**config.mk**
```make
export PLATFORM = sky130hd
export DESIGN_NAME = config_loader
export DESIGN_NICKNAME = d
export VERILOG_FILES = /design/src/rtl/config_loader.sv
export SDC_FILE = /design/constraint.sdc
export NUM_CORES = 1
export LEC_CHECK = 0
export CORE_MARGIN = 8
export CORE_UTILIZATION = 46
export CTS_CLUSTER_DIAMETER = 100
export DETAILED_ROUTE_END_ITERATION = 8
export PLACE_DENSITY = 0.68
export SETUP_SLACK_MARGIN = 0.1
export SYNTH_ARGS = -nofsm -noshare
export SYNTH_HDL_FRONTEND = slang
export SYNTH_SLANG_ARGS = --single-unit
```
**constraint.sdc**
```tcl
create_clock -name clk -period 4 [get_ports clk]
set_input_delay 1 -clock clk [delete_from_list [all_inputs] [get_ports clk]]
set_output_delay 1 -clock clk [all_outputs]
set_load 0.01 [all_outputs]
```
**src/rtl/config_loader.sv**
```systemverilog
// config_loader: byte-serial configuration bitstream loader for the tile array.
//   Collects 8-byte {addr, data} records over a valid/ready byte handshake and
//   issues each normal record as a one-cycle write on config_addr/config_data.
//   A record whose addr equals END_ADDR terminates the load and carries the
//   XOR checksum of all data words written in this load.
// Ports:
//   clk, reset            clock and synchronous active-high reset
//   start                 begin a load (honoured in IDLE or DONE)
//   byte_in/byte_valid    bitstream byte and its valid
//   byte_ready            loader accepts byte_in this cycle
//   config_addr/data      write bus, held between writes
//   config_valid          one-cycle write strobe
//   word_count            records written this load (saturating)
//   load_done, cfg_error  terminator seen / checksum mismatch at terminator
module config_loader #(
    parameter int unsigned HOLD_CYCLES = 1,
    parameter logic [31:0] END_ADDR    = 32'hFFFF_FFFF
) (
    input  logic        clk,
    input  logic        reset,
    input  logic        start,
    input  logic [7:0]  byte_in,
    input  logic        byte_valid,
    output logic        byte_ready,
    output logic [31:0] config_addr,
    output logic [31:0] config_data,
    output logic        config_valid,
    output logic [15:0] word_count,
    output logic        load_done,
    output logic        cfg_error
);

    localparam int unsigned ST_W   = 3;
    localparam int unsigned HOLD_W = 4;
    localparam int unsigned REC_W  = 64;

    localparam logic [ST_W-1:0] S_IDLE    = 3'd0;
    localparam logic [ST_W-1:0] S_COLLECT = 3'd1;
    localparam logic [ST_W-1:0] S_ISSUE   = 3'd2;
    localparam logic [ST_W-1:0] S_HOLD    = 3'd3;
    localparam logic [ST_W-1:0] S_DONE    = 3'd4;

    logic [ST_W-1:0]   state_q,        state_d;
    logic [REC_W-1:0]  rec_q,          rec_d;
    logic [2:0]        byte_cnt_q,     byte_cnt_d;
    logic [31:0]       checksum_q,     checksum_d;
    logic [HOLD_W-1:0] hold_cnt_q,     hold_cnt_d;
    logic [15:0]       word_count_q,   word_count_d;
    logic              load_done_q,    load_done_d;
    logic              cfg_error_q,    cfg_error_d;
    logic [31:0]       config_addr_q,  config_addr_d;
    logic [31:0]       config_data_q,  config_data_d;
    logic              config_valid_q, config_valid_d;
    logic              byte_ready_q,   byte_ready_d;

    logic              xfer;
    logic [REC_W-1:0]  next_rec;

    // Bytes shift in from the top so byte 0 ends up in rec[7:0]:
    // rec[31:0] is addr, rec[63:32] is data, both LSB first.
    assign xfer     = byte_valid & byte_ready_q;
    assign next_rec = {byte_in, rec_q[REC_W-1:8]};

    // Next-state and datapath update
    always_comb begin
        state_d        = state_q;
        rec_d          = rec_q;
        byte_cnt_d     = byte_cnt_q;
        checksum_d     = checksum_q;
        hold_cnt_d     = hold_cnt_q;
        word_count_d   = word_count_q;
        load_done_d    = load_done_q;
        cfg_error_d    = cfg_error_q;
        config_addr_d  = config_addr_q;
        config_data_d  = config_data_q;
        config_valid_d = 1'b0;

        case (state_q)
            S_IDLE, S_DONE: begin
                if (start) begin
                    state_d      = S_COLLECT;
                    checksum_d   = '0;
                    word_count_d = '0;
                    load_done_d  = 1'b0;
                    cfg_error_d  = 1'b0;
                    byte_cnt_d   = '0;
                end
            end
            S_COLLECT: begin
                if (xfer) begin
                    rec_d      = next_rec;
                    byte_cnt_d = byte_cnt_q + 3'd1;
                    if (byte_cnt_q == 3'd7) begin
                        state_d = S_ISSUE;
                        // Launch the write on the byte-7 edge so the strobe
                        // is high exactly during the ISSUE cycle.
                        if (next_rec[31:0] != END_ADDR) begin
                            config_addr_d  = next_rec[31:0];
                            config_data_d  = next_rec[63:32];
                            config_valid_d = 1'b1;
                        end
                    end
                end
            end
            S_ISSUE: begin
                if (rec_q[31:0] == END_ADDR) begin
                    load_done_d = 1'b1;
                    cfg_error_d = (rec_q[63:32] != checksum_q);
                    state_d     = S_DONE;
                end else begin
                    checksum_d = checksum_q ^ rec_q[63:32];
                    if (word_count_q != 16'hFFFF) begin
                        word_count_d = word_count_q + 16'd1;
                    end
                    if (HOLD_CYCLES == 0) begin
                        state_d = S_COLLECT;
                    end else begin
                        state_d    = S_HOLD;
                        hold_cnt_d = HOLD_W'(HOLD_CYCLES - 1);
                    end
                end
            end
            S_HOLD: begin
                if (hold_cnt_q == '0) begin
                    state_d = S_COLLECT;
                end else begin
                    hold_cnt_d = hold_cnt_q - HOLD_W'(1);
                end
            end
            default: begin
                state_d = S_IDLE;
            end
        endcase

        byte_ready_d = (state_d == S_COLLECT);
    end

    // State and output registers
    always_ff @(posedge clk) begin
        if (reset) begin
            state_q        <= S_IDLE;
            rec_q          <= '0;
            byte_cnt_q     <= '0;
            checksum_q     <= '0;
            hold_cnt_q     <= '0;
            word_count_q   <= '0;
            load_done_q    <= 1'b0;
            cfg_error_q    <= 1'b0;
            config_addr_q  <= '0;
            config_data_q  <= '0;
            config_valid_q <= 1'b0;
            byte_ready_q   <= 1'b0;
        end else begin
            state_q        <= state_d;
            rec_q          <= rec_d;
            byte_cnt_q     <= byte_cnt_d;
            checksum_q     <= checksum_d;
            hold_cnt_q     <= hold_cnt_d;
            word_count_q   <= word_count_d;
            load_done_q    <= load_done_d;
            cfg_error_q    <= cfg_error_d;
            config_addr_q  <= config_addr_d;
            config_data_q  <= config_data_d;
            config_valid_q <= config_valid_d;
            byte_ready_q   <= byte_ready_d;
        end
    end

    assign byte_ready   = byte_ready_q;
    assign config_addr  = config_addr_q;
    assign config_data  = config_data_q;
    assign config_valid = config_valid_q;
    assign word_count   = word_count_q;
    assign load_done    = load_done_q;
    assign cfg_error    = cfg_error_q;

endmodule

```
== After elaboration in Yosys (flattened, before gate mapping) ==
Index checks and enable logic that the tools add are counted.

* Register bits after elaboration: 190
* Input port bits: 12
* Output and inout bits: 84
* Logic and storage cells: 75

* Add/subtract/negate cells: 3
* Equal/unequal tests: 16
* Multiplexer cells: 25
* Bitwise logic cells: 5
* Reductions and logical operators: 14

{| class="wikitable"
|+ Operators with widths
! operator !! count
|-
| 32-bit two-way mux || 2
|-
| 32-bit one-hot mux with 2 select lines || 1
|-
| 16-bit two-way mux || 3
|-
| 32-bit equality test, second input constant || 1
|-
| 32-bit != test || 1
|-
| 32-bit != test, second input constant || 1
|-
| 16-bit one-hot mux with 2 select lines || 1
|-
| 32-bit XOR || 1
|-
| 3-bit two-way mux || 7
|-
| 16-bit by 1-bit adder with 16-bit output, second input constant || 1
|-
| 16-bit != test, second input constant || 1
|-
| 2-bit != test, second input constant || 6
|-
| 3-bit one-hot mux with 4 select lines || 1
|-
| 3-bit AND reduction || 4
|-
| 4-bit two-way mux || 2
|-
| 4-bit one-hot mux with 2 select lines || 1
|-
| 4-bit AND reduction || 2
|-
| 3-bit by 1-bit equality test with 1-bit output, second input constant || 2
|-
| 3-bit by 2-bit equality test with 1-bit output, second input constant || 2
|-
| 3-bit equality test, second input constant || 2
|-
| 3-bit one-hot mux with 2 select lines || 1
|-
| 2-bit nonzero test || 3
|-
| 4-bit logical NOT || 1
|-
| 1-bit two-way mux || 4
|-
| other kinds (9) || 12
|}

== Depth between registers and ports, before layout ==
Gate-level depths: netlist (run 1).

* Depth in word-level cells: 5
* Depth in mapped cells: 9
* Depth with buffers taken out: 6

== Least setup slack after synthesis (run 1) ==
No wires, ideal clock.

* Kind: input -> register
* Start point: in reset
* End point: reg word_count_q[5], in the netlist word_count[5]
* Arrival time: 2.314 ns
* Path slack: 1.628 ns
* Stages: 6
* Path buffers: 2
* Cells stage by stage: clkbuf_1 -> or3_1 -> a21oi_1 -> clkbuf_1 -> nor3b_1 -> a211o_1

{| class="wikitable"
|+ RTL lines
! item !! line !! RTL
|-
| start: declaration || 20 || <nowiki>input logic reset,</nowiki>
|-
| end signal: assignment || 159 || <nowiki>word_count_q <= word_count_d;</nowiki>
|-
| end: declaration || 48 || <nowiki>logic [15:0] word_count_q, word_count_d;</nowiki>
|}

== Final worst setup path (run 1) ==
* Start point: in byte_valid
* End point: reg config_data_q[9], in the netlist config_data[9]

* Word-level cells in the longest chain between the ends: 2

{| class="wikitable"
|+ RTL lines
! item !! line !! RTL
|-
| start: declaration || 23 || <nowiki>input logic byte_valid,</nowiki>
|-
| 1-bit bitwise AND || 61 || <nowiki>assign xfer = byte_valid & byte_ready_q;</nowiki>
|-
| 4-bit AND reduction (no line) || n/a ||
|-
| end signal: assignment || 163 || <nowiki>config_data_q <= config_data_d;</nowiki>
|-
| end: declaration || 52 || <nowiki>logic [31:0] config_data_q, config_data_d;</nowiki>
|}

Every way passes these cells.
A chain may end at the register's enable or synchronous reset.

==> key figures, run 1 <==
Pwr
  • Leakage: 3.26 nW
  • Total power: around 3.7 mW
  • Pwr dens: 387 nW/um2
  • Worst VDD drop: between 0.0003 and 0.0004 V

Yosys
  • Yosys top cell area share: 48.7%
  • Yosys cell types: 59
  • Post-synth ARST share: 0%
  • Post-Syn Area: 7810 um2
  • Syn_nets: 912
  • Top-count cell post-synth: dfxtp_1
  • Area contributors post-synth: dfxtp_1 (49%), mux2i_1 (9.0%), a21oi_1 (7.4%)
  • Register bit total from synthesis: 190
  • Mapped Cells: 896
  • Post-synth top area cell: dfxtp_1
  • Synth cell count leaders: dfxtp_1 (190), nand2_1 (150), a21oi_1 (116)
  • Ys flop type: dfxtp_1
  • Post-synth EDFFs: 0
  • Synth Area per Inst: 8.71 um2
  • Yosys warning count: 0
  • Sequential area share after synthesis: between 40 and 50%

Setup path
  • Bufs and invs on worst path: 2
  • CP endpoint kind: flop
  • Critical path type: in -> reg
  • Max FO, Critical Path: 23
  • Crit-path slowest cell: a211oi_4
  • Worst path arrival time: 2.95 ns
  • Critical path, cell by cell: clkdlybuf4s50_1 > and3b_1 > nand2b_2 > a211oi_4 > buf_12 > mux2i_1 > nor2_1
  • Worst path required time: 4.29 ns
  • Delay-heaviest family, CP: buffers and inverters
  • R2R Setup Slk: roughly 1.5 ns
  • Worst path max stage delay: 0.60 ns
  • Startpoint types: primary input

Clock tree
  • CTS hold repair buffers: 0
  • Total setup buffers inserted after CTS: 0
  • Clk sinks: 190
  • CTS Root Cell: clkbuf_16
  • Clock Path Buffers: 2
  • CTS Buf Count: 17
  • Post-CTS sizing: 0
  • Clock latency on the worst-skew pair: roughly 0.44 ns
  • Clk slew on worst S/H paths: about 0.070 ns
  • H-tree levels: 4
  • CTS tree: done

Floorplanning
  • Top Ports: 96
  • Starting density of the core: 47.1%
  • Area of the core: 16,600 um2
  • Rows: 47
  • Die W: 146 um
  • Die Y: 146 um
  • Die ar.: ~21,000 um2

Run
  • Maxcap violations: 0

GRT
  • Remaining global-route overflow: 0
  • First-pass GRT wire length: 32.0 mm
  • Initial antenna violation count: 0
  • Vias in the first global route: 6,141
  • Largest net degree at the start of global routing: 91
  • GRT Overall Usage: 18.2%

STA
  • Max_slew headroom: 36.8%
  • Worst Max-Slew Pin Slew: 0.940 ns
  • Final worst setup slack: between 1 and 1.5 ns
  • Final Setup Violations: 0
  • Final period util: 66.6%
  • Max Transition Viols Final: 0
  • Clock skew: around 0.011 ns
  • Min Tclk post-route: 2.66 ns
  • Fmax achieved: ~380 MHz
  • Hold Fails Final Rpt: 0
  • Setup TNS: 0 ns
  • Unrepaired setup endpoints after global routing: false

Placed design
  • Port buffer count: 95
  • Post-Place Cells: 1,168
  • Cell Area, Placed: 8940 um2
  • RePlAce Congestion: around 0.78
  • HPWL after DPL: 13.1 mm
  • Place WS: 0.893 ns

Finish
  • Antenna diodes: 0
  • Final Cell Area: 9530 um2
  • FILL cells: about 1,500
  • Synthesis-to-layout area growth: 22.1%
  • Share of post-route cells with drive strength above 1: 6.12%
  • Non-Filler Instances: about 1,200
  • Final Net Count: 983

Outcome
  • Status: finished, final reports clean

Drt
  • 1st-iter DRT viols: 349
  • Mean routed wirelength per cell: 16.3 um
  • Pre-antenna DRT Iters: 4
  • Post-DR vias/cell: between 5 and 6
  • Post-DRT Antenna Nets: 0
  • DRT Wirelength: 19.5 mm
  • Total number of vias: approximately 6,500
  • Number of remaining DRC errors: 0

Min path
  • Hold Path Class: reg -> reg
-- layout make-up --
type / count / area, um2 / area share, %
tap: 220 / 275 / 2.89
timing repair buffer: 107 / 1090 / 11.4
inverter: 17 / 63.8 / 0.669
sequential: 190 / 3800 / 39.9
clock buffer: 21 / 460 / 4.83
multi-input combinational: 634 / 3710 / 38.9
clock inverter: 11 / 131 / 1.38
-- routing by layer --
layer,share of wire [%],routed length [um],GRT usage [%],vias up
met1,48,9440,23.8,3070
met4,1.4,272,6.03,0
li1,-,-,-,3240
met3,6.5,1270,6.00,25
met5,0,0,0,-
met2,44,8550,27.8,148
-- per-stage QoR --
step	utilization [%]	hold WS, ns
floorplan	-	0.436
global placement	53.9	0.444
detailed placement	53.9	0.450
CTS	57.5	0.459
global route	57.5	0.473
finish	57.5	0.457
-- report_power, final --
group / leakage (nW) / total (mW) / switching (mW) / internal (mW)
sequential: 1.53 / 1.90 / 0.00609 / 1.89
combinational: 1.46 / 0.0917 / 0.0648 / 0.0268
clock: 0.269 / 1.70 / 0.740 / 0.958
total: 3.26 / 3.69 / 0.811 / 2.88
-- flip-flops by register name, indices dropped and copies added (netlist names), 3 cells and up --
register	cells
state_q	3
rec_q	64
checksum_q	32
hold_cnt_q	4
byte_cnt_q	3
word_count	16
config_addr	32
config_data	32
-- final timing paths --
check | to | from | cells past startpoint
min | rec_q[3] | rec_q[3] | 2
min reg2reg | rec_q[3] | rec_q[3] | 2
max reg2reg | checksum_q[24] | rec_q[18] | 6
max | config_data[9] | byte_valid | 7
-- tightest hold or removal path: stages, from the launching register on --
cell,delay [ns]
dfxtp_1,0.31
nand2_1,0.05
a21oi_1,0.05
-- cell usage in the layout (no fill, tap or decap), types with 4 or more instances in the layout --
cell,n
nor4_1,7
buf_12,4
inv_1,17
a2111oi_0,4
nand4_1,15
clkdlybuf4s50_1,94
a31oi_1,18
a21oi_1,115
buf_4,9
o21ai_0,19
nor2_1,79
a22oi_1,5
xnor2_1,5
and3_1,6
ha_1,4
nor3_1,13
clkbuf_16,17
dfxtp_1,190
xor2_1,22
nand2_1,150
nand3_1,18
o21a_1,13
mux2i_1,70
clkinvlp_4,6
a21o_1,7
nor2b_1,14
-- cell families (layout without fill, tap and decap cells) --
group / after synthesis / count (layout) / share of synthesized area, %
AOI/OAI and AO/OA: 201 / 201 / 15.0
xor gates and xnor gates: 27 / 27 / 3.03
adders and majority gates: 4 / 4 / 0.641
buffers and inverters: 72 / 156 / 4.09
DFF: 190 / 190 / 48.7
muxes: 70 / 70 / 8.98
and+or+nand+nor: 332 / 332 / 19.6
Note: power is estimated with default switching activity, not from simulation.
==> run 2: changes to the inputs <==
--- a/config.mk
+++ b/config.mk
@@ -9,7 +9,7 @@
 export CORE_UTILIZATION = 46
 export CTS_CLUSTER_DIAMETER = 100
 export DETAILED_ROUTE_END_ITERATION = 8
-export PLACE_DENSITY = 0.68
+export PLACE_DENSITY = 0.71
 export SETUP_SLACK_MARGIN = 0.1
 export SYNTH_ARGS = -nofsm -noshare
 export SYNTH_HDL_FRONTEND = slang
==> constraint.sdc (replaced) <==
create_clock -name clk -period 2.4 [get_ports clk]
set_input_delay 0.6 -clock clk [delete_from_list [all_inputs] [get_ports clk]]
set_output_delay 0.6 -clock clk [all_outputs]
set_load 0.01 [all_outputs]
==> key figures, run 2 (same netlist as run 1, synthesis figures left out) <==
Outcome
  • Status: finished, final reports clean

Setup path
  • CP endpoint kind: flop
  • Worst path arrival time: 2.50 ns (-0.45 ns)
  • Max FO, Critical Path: 14 (-39%)
  • Worst path required time: 2.75 ns (-1.54 ns)
  • R2R Setup Slk: 0.26 ns (-1.28 ns)
  • Crit-path slowest cell: or4_4
  • Critical path type: reg -> reg
  • Bufs and invs on worst path: 1 (-1)
  • Startpoint types: flop
  • Worst path max stage delay: 0.59 ns (about the same)
  • Critical path, cell by cell: nand4_1 > or4_4 > o21ai_2 > buf_4 > o21ai_2 > a31oi_1
  • Delay-heaviest family, CP: simple AND/OR/NAND/NOR gates
  • Most used cell, CP: o21ai_2

Drt
  • DRT Wirelength: 19.9 mm (+1.8%)
  • Number of remaining DRC errors: 0 (unchanged)
  • Total number of vias: 6,593 (+1.7%)
  • Post-DR vias/cell: 5.34 (-1.2%)
  • Post-DRT Antenna Nets: 0 (unchanged)
  • 1st-iter DRT viols: 401 (+15%)
  • Mean routed wirelength per cell: 16.1 um (-1.1%)
  • Pre-antenna DRT Iters: 5 (+1)

STA
  • Max Transition Viols Final: 0 (unchanged)
  • Unrepaired setup endpoints after global routing: false
  • Hold Fails Final Rpt: 0 (unchanged)
  • Worst Max-Slew Pin Slew: 0.701 ns (-0.240 ns)
  • Final Setup Violations: 0 (unchanged)
  • Max_slew headroom: 53.3% (+16 points)
  • Final period util: roughly 89%
  • Clock skew: 0.00893 ns (-0.00230 ns)
  • Hold_ws: 0.375 ns (-0.0821 ns)
  • Fmax achieved: 467 MHz
  • Final worst setup slack: 0.259 ns (-1.08 ns)
  • Min Tclk post-route: 2.14 ns
  • Setup TNS: 0 ns (unchanged)

Finish
  • Final Net Count: 1,018 (+3.6%)
  • Commonest non-fill, non-tap cell in the layout: dfxtp_1
  • Final design utilization: 59.4% (+1.9 points)
  • Synthesis-to-layout area growth: 26.1%
  • Most frequent cells in the layout: dfxtp_1 (189), nand2_1 (150), a21oi_1 (115), clkdlybuf4s50_1 (94), nor2_1 (79)
  • Antenna diodes: 0 (unchanged)
  • Multi-input logic area: 3710 um2 (unchanged)
  • Share of post-route cells with drive strength above 1: 9.56% (+3.4 points)
  • FILL cells: 1,453 (-3.1%)
  • Non-Filler Instances: 1,235 (+2.9%)
  • Max reg flops: 64 (unchanged)
  • Final Cell Area: 9850 um2 (+3.3%)
  • Largest register by flop count: rec_q
  • Reg area: 3800 um2 (about the same)

GRT
  • First-pass GRT wire length: 33.1 mm (+3.4%)
  • Vias in the first global route: 6,353 (+3.5%)
  • GRT Overall Usage: 18.6% (+0.42 points)
  • Largest net degree at the start of global routing: 68 (-25%)
  • Initial antenna violation count: 0 (unchanged)
  • Remaining global-route overflow: 0 (unchanged)

Clock tree
  • CTS Root Cell: clkbuf_16
  • CTS tree: done
  • Clk sinks: 190 (unchanged)
  • Clock latency on the worst-skew pair: 0.43 ns (about the same)
  • H-tree levels: 4 (unchanged)
  • Clk slew on worst S/H paths: 0.07 ns (about the same)
  • CTS Buf Count: 17 (unchanged)
  • Clock Path Buffers: 2 (unchanged)

Pwr
  • Switching power: 1.35 mW (+66%)
  • Gate power share: 2.7% (+0.2 points)
  • Clk pwr share: 48.2% (+2.2 points)
  • Switching share of power: 20.9% (-1.1 points)
  • Pwr dens: 655 nW/um2 (+69%)
  • Worst VDD drop: 0.000532 V (+72%)
  • Leakage: 3.48 nW (+7.0%)
  • Total power: 6.44 mW (+75%)
  • Pint: 5.10 mW (+77%)
  • Part of the power in registers: 49.1% (-2.4 points)

Min path
  • Hold Path Class: in -> reg

Placed design
  • Cell Area, Placed: 9190 um2 (+2.8%)
  • Place WS: -0.00999 ns (-0.903 ns)
  • Post-Place Cells: 1,203 (+3.0%)
  • Port buffer count: 95 (unchanged)
  • HPWL after DPL: 13.5 mm (+2.8%)
  • RePlAce Congestion: 0.799 (+2.9%)

Floorplanning
  • Rows: 47 (unchanged)
  • Die Y: 146 um (unchanged)
  • Starting density of the core: 47.1% (unchanged)
  • Die ar.: 21,400 um2 (unchanged)
  • Area of the core: 16,600 um2 (unchanged)
  • Die W: 146 um (unchanged)
  • Top Ports: 96 (unchanged)

Run
  • Maxcap violations: 0 (unchanged)
-- run 2: cell count changes in the layout (fill, tap and decap cells not counted), sizes merged --
cell,delta
clkinv,+3
bufinv,+3
clkinvlp,-4
clkbuf,-2
buf,+35
-- run 2: cell type report --
type | instances | area share (%)
Clock buffer | 19 | 4.50
Timing Repair Buffer | 142 | 13.6
Inverter | 17 | 0.648
Clock inverter | 13 | 2.13
Multi-Input combinational cell | 634 | 37.7
Sequential cell | 190 | 38.6
Tap cell | 220 | 2.80
-- run 2: power groups by stage --
stage,clock (mW),combinational (mW),sequential [mW]
after floorplan,0,0.0996,3.23
after global placement,0,0.172,3.24
after detailed placement,0,0.172,3.24
after CTS,3.15,0.173,3.16
after global routing,3.27,0.188,3.16
final,3.11,0.173,3.17
-- run 2: per-layer routing --
layer / global-route usage [%] / up-vias / part of all wire [%]
met3: 4.45 / 18 / 6.4
li1: - / 3311 / -
met2: 28.4 / 188 / 44
met1: 25.5 / 3076 / 49
met4: 5.87 / 0 / 1.3
met5: 0 / - / 0
-- run 2: timing repair --
action | in CTS | in global routing
buffers inserted | 0 | 0
hold buffers | 0 | 0
resized for setup | 0 | 1
setup endpoints to repair | 0 | 1
-- run 2: worst paths after layout --
check / startpoint / endpoint / cells past startpoint
min: reset / load_done / 2
max: rec_q[8] / word_count[9] / 6
max reg2reg: rec_q[8] / word_count[9] / 6
min reg2reg: load_done / load_done / 2
==> run 3: changes to the inputs <==
--- a/config.mk
+++ b/config.mk
@@ -5,11 +5,9 @@
 export SDC_FILE = /design/constraint.sdc
 export NUM_CORES = 1
 export LEC_CHECK = 0
-export CORE_MARGIN = 8
-export CORE_UTILIZATION = 46
+export CORE_UTILIZATION = 30
 export CTS_CLUSTER_DIAMETER = 100
 export DETAILED_ROUTE_END_ITERATION = 8
-export PLACE_DENSITY = 0.71
 export SETUP_SLACK_MARGIN = 0.1
 export SYNTH_ARGS = -nofsm -noshare
 export SYNTH_HDL_FRONTEND = slang
==> key figures, run 3 (same netlist as run 1, synthesis figures left out) <==
Outcome
  • Status: finished, final reports clean

Clock tree
  • Clk sinks: 190 (unchanged)
  • CTS tree: done
  • Clock latency on the worst-skew pair: 0.44 ns (about the same)
  • H-tree levels: 4 (unchanged)
  • Clk slew on worst S/H paths: 0.08 ns (about the same)
  • CTS hold repair buffers: 0 (unchanged)
  • CTS Buf Count: 17 (unchanged)
  • Clock Path Buffers: 2 (unchanged)
  • CTS Root Cell: clkbuf_16

Pwr
  • Clk pwr share: 47.1% (-1.1 points)
  • Switching share of power: 24.8% (+4.0 points)
  • Total power: 6.30 mW (-2.2%)
  • Leakage: 3.47 nW (-0.41%)
  • Part of the power in registers: 50.2% (+1.1 points)
  • Pint: 4.74 mW (-7.1%)
  • Pwr dens: 631 nW/um2 (-3.6%)
  • Worst VDD drop: 0.000390 V (-27%)
  • Gate power share: 2.7% (about the same)
  • Switching power: 1.57 mW (+16%)

Drt
  • Post-DR vias/cell: 4.93 (-7.7%)
  • Total number of vias: 6,613 (+0.30%)
  • 1st-iter DRT viols: 486 (+21%)
  • DRT Wirelength: 20.3 mm (+2.1%)
  • Mean routed wirelength per cell: 15.1 um (-6.0%)
  • Post-DRT Antenna Nets: 0 (unchanged)
  • Number of remaining DRC errors: 0 (unchanged)
  • Pre-antenna DRT Iters: 7 (+2)

Setup path
  • Delay-heaviest family, CP: simple AND/OR/NAND/NOR gates
  • Max FO, Critical Path: 14 (unchanged)
  • Startpoint types: flop
  • Critical path type: reg -> reg
  • Critical path, cell by cell: nand4_1 > or4_4 > o21ai_2 > buf_4 > nand2_2 > o21ai_1
  • Worst path arrival time: 2.59 ns (+0.09 ns)
  • Crit-path slowest cell: or4_4
  • CP endpoint kind: flop
  • Worst path max stage delay: 0.58 ns (about the same)
  • Worst path required time: 2.76 ns (about the same)
  • Bufs and invs on worst path: 1 (unchanged)

STA
  • Final Setup Violations: 0 (unchanged)
  • Unrepaired setup endpoints after global routing: false
  • Setup TNS: 0 ns (unchanged)
  • Max Transition Viols Final: 0 (unchanged)
  • Worst Max-Slew Pin Slew: 0.931 ns (+0.230 ns)
  • Final period util: 92.9% (+3.7 points)
  • Min Tclk post-route: 2.23 ns (+0.0882 ns)
  • Max_slew headroom: 38.0% (-15 points)
  • Clock skew: 0.0163 ns (+0.00736 ns)
  • Hold Fails Final Rpt: 0 (unchanged)
  • Fmax achieved: 449 MHz (-4.0%)

GRT
  • Remaining global-route overflow: 0 (unchanged)
  • GRT met2 Usage: 23.0% (-5.4 points)
  • Vias in the first global route: 5,950 (-6.3%)
  • GR Layer Usage met1: 22.4% (-3.1 points)
  • Initial antenna violation count: 0 (unchanged)
  • Gr busiest metal: met2
  • Grt met3 use: 3.45% (-1.0 points)
  • First-pass GRT wire length: 32.7 mm (-1.1%)
  • Largest net degree at the start of global routing: 88 (+29%)
  • GRT Overall Usage: 15.5% (-3.1 points)

Finish
  • Final Net Count: 1,015 (-0.29%)
  • Antenna diodes: 0 (unchanged)
  • FILL cells: 2,534 (+74%)
  • Reg area: 3800 um2 (about the same)
  • Multi-input logic area: 3720 um2 (+0.17%)
  • Share of post-route cells with drive strength above 1: 9.39% (-0.17 points)
  • Synthesis-to-layout area growth: 27.9%
  • Largest register by flop count: rec_q
  • Max reg flops: 64 (unchanged)
  • Non-Filler Instances: 1,342 (+8.7%)
  • Most frequent cells in the layout: dfxtp_1 (190), nand2_1 (150), a21oi_1 (115), clkdlybuf4s50_1 (94), nor2_1 (79)
  • Commonest non-fill, non-tap cell in the layout: dfxtp_1

Floorplanning
  • Top Ports: 96 (unchanged)
  • Die Y: 163 um (+12%)
  • Rows: 58 (+23%)
  • Die W: 163 um (+12%)
  • Starting density of the core: 30.8% (-16 points)
  • Area of the core: 25,300 um2 (+53%)
  • Die ar.: 26,700 um2 (+25%)

Run
  • Maxcap violations: 0 (unchanged)

Placed design
  • HPWL after DPL: 13.7 mm (+1.4%)
  • Post-Place Cells: 1,308 (+8.7%)
  • RePlAce Congestion: 0.736 (-7.9%)
  • Port buffer count: 95 (unchanged)

Min path
  • Hold Path Class: reg -> reg
run 3: changes by cell type in the layout (fill, tap and decap cells not counted), moves of 2 or more:
cell       delta
buf_4         -6
bufinv_16     -4
clkinv_8      +5
buf_12        +3
clkinv_2      -2
inv_8         +5
run 3: per-layer routing:
layer	vias up	routed length, um
met5	-	0
met4	0	172
met3	13	1020
met2	155	9060
met1	3142	10100
li1	3303	-
run 3: timing repair:
item | 4_1_cts | 5_1_grt
setup endpoints to repair | 0 | 5
buffers inserted | 0 | 2
endpoints found under the hold margin | 0 | 0
gates resized for setup | 0 | 1
run 3: stage by stage:
step / utilization (%) / area, um2 / setup WS [ns] / hold slack [ns]
2_1_floorplan: - / 7810 / 0.428 / 0.436
3_3_place_gp: 36.8 / 9330 / -0.0946 / 0.446
3_5_place_dp: 36.8 / 9330 / -0.145 / 0.450
4_1_cts: 39.3 / 9960 / 0.138 / 0.460
5_1_grt: 39.4 / 9980 / 0.105 / 0.476
6_report: 39.4 / 9980 / 0.171 / 0.456
run 3: final cells by class:
type | instances | share of cell area (%)
clock buffer | 17 | 4.26
clock inverter | 15 | 2.09
inverter | 17 | 0.639
multi-input combinational | 634 | 37.2
sequential | 190 | 38.1
tap | 330 | 4.14
timing repair buffer | 139 | 13.6
run 3: worst reg2reg max path, delay by kind of cell, from the launching register on:
family	cells	cell delay, ns
buf+inv	1	0.24
simple gates	3	1.05
compound gates	2	0.39
flops	1	0.48
run 3: path summary, 6_finish.rpt:
kind | start | slack, ns | cells after the start | endpoint
max reg2reg | rec_q[8] | 0.17 | 6 | checksum_q[24]
min reg2reg | rec_q[7] | 0.46 | 2 | rec_q[7]
max | rec_q[8] | 0.17 | 6 | checksum_q[24]
min | rec_q[7] | 0.46 | 2 | rec_q[7]
run 3: power groups by stage:
stage | Sequential, mW | Clock, mW | Combinational (mW)
2_1_floorplan | 3.23 | 0 | 0.0996
3_3_place_gp | 3.24 | 0 | 0.169
3_5_place_dp | 3.24 | 0 | 0.170
4_1_cts | 3.16 | 3.03 | 0.170
5_1_grt | 3.17 | 3.17 | 0.186
6_report | 3.16 | 2.97 | 0.170
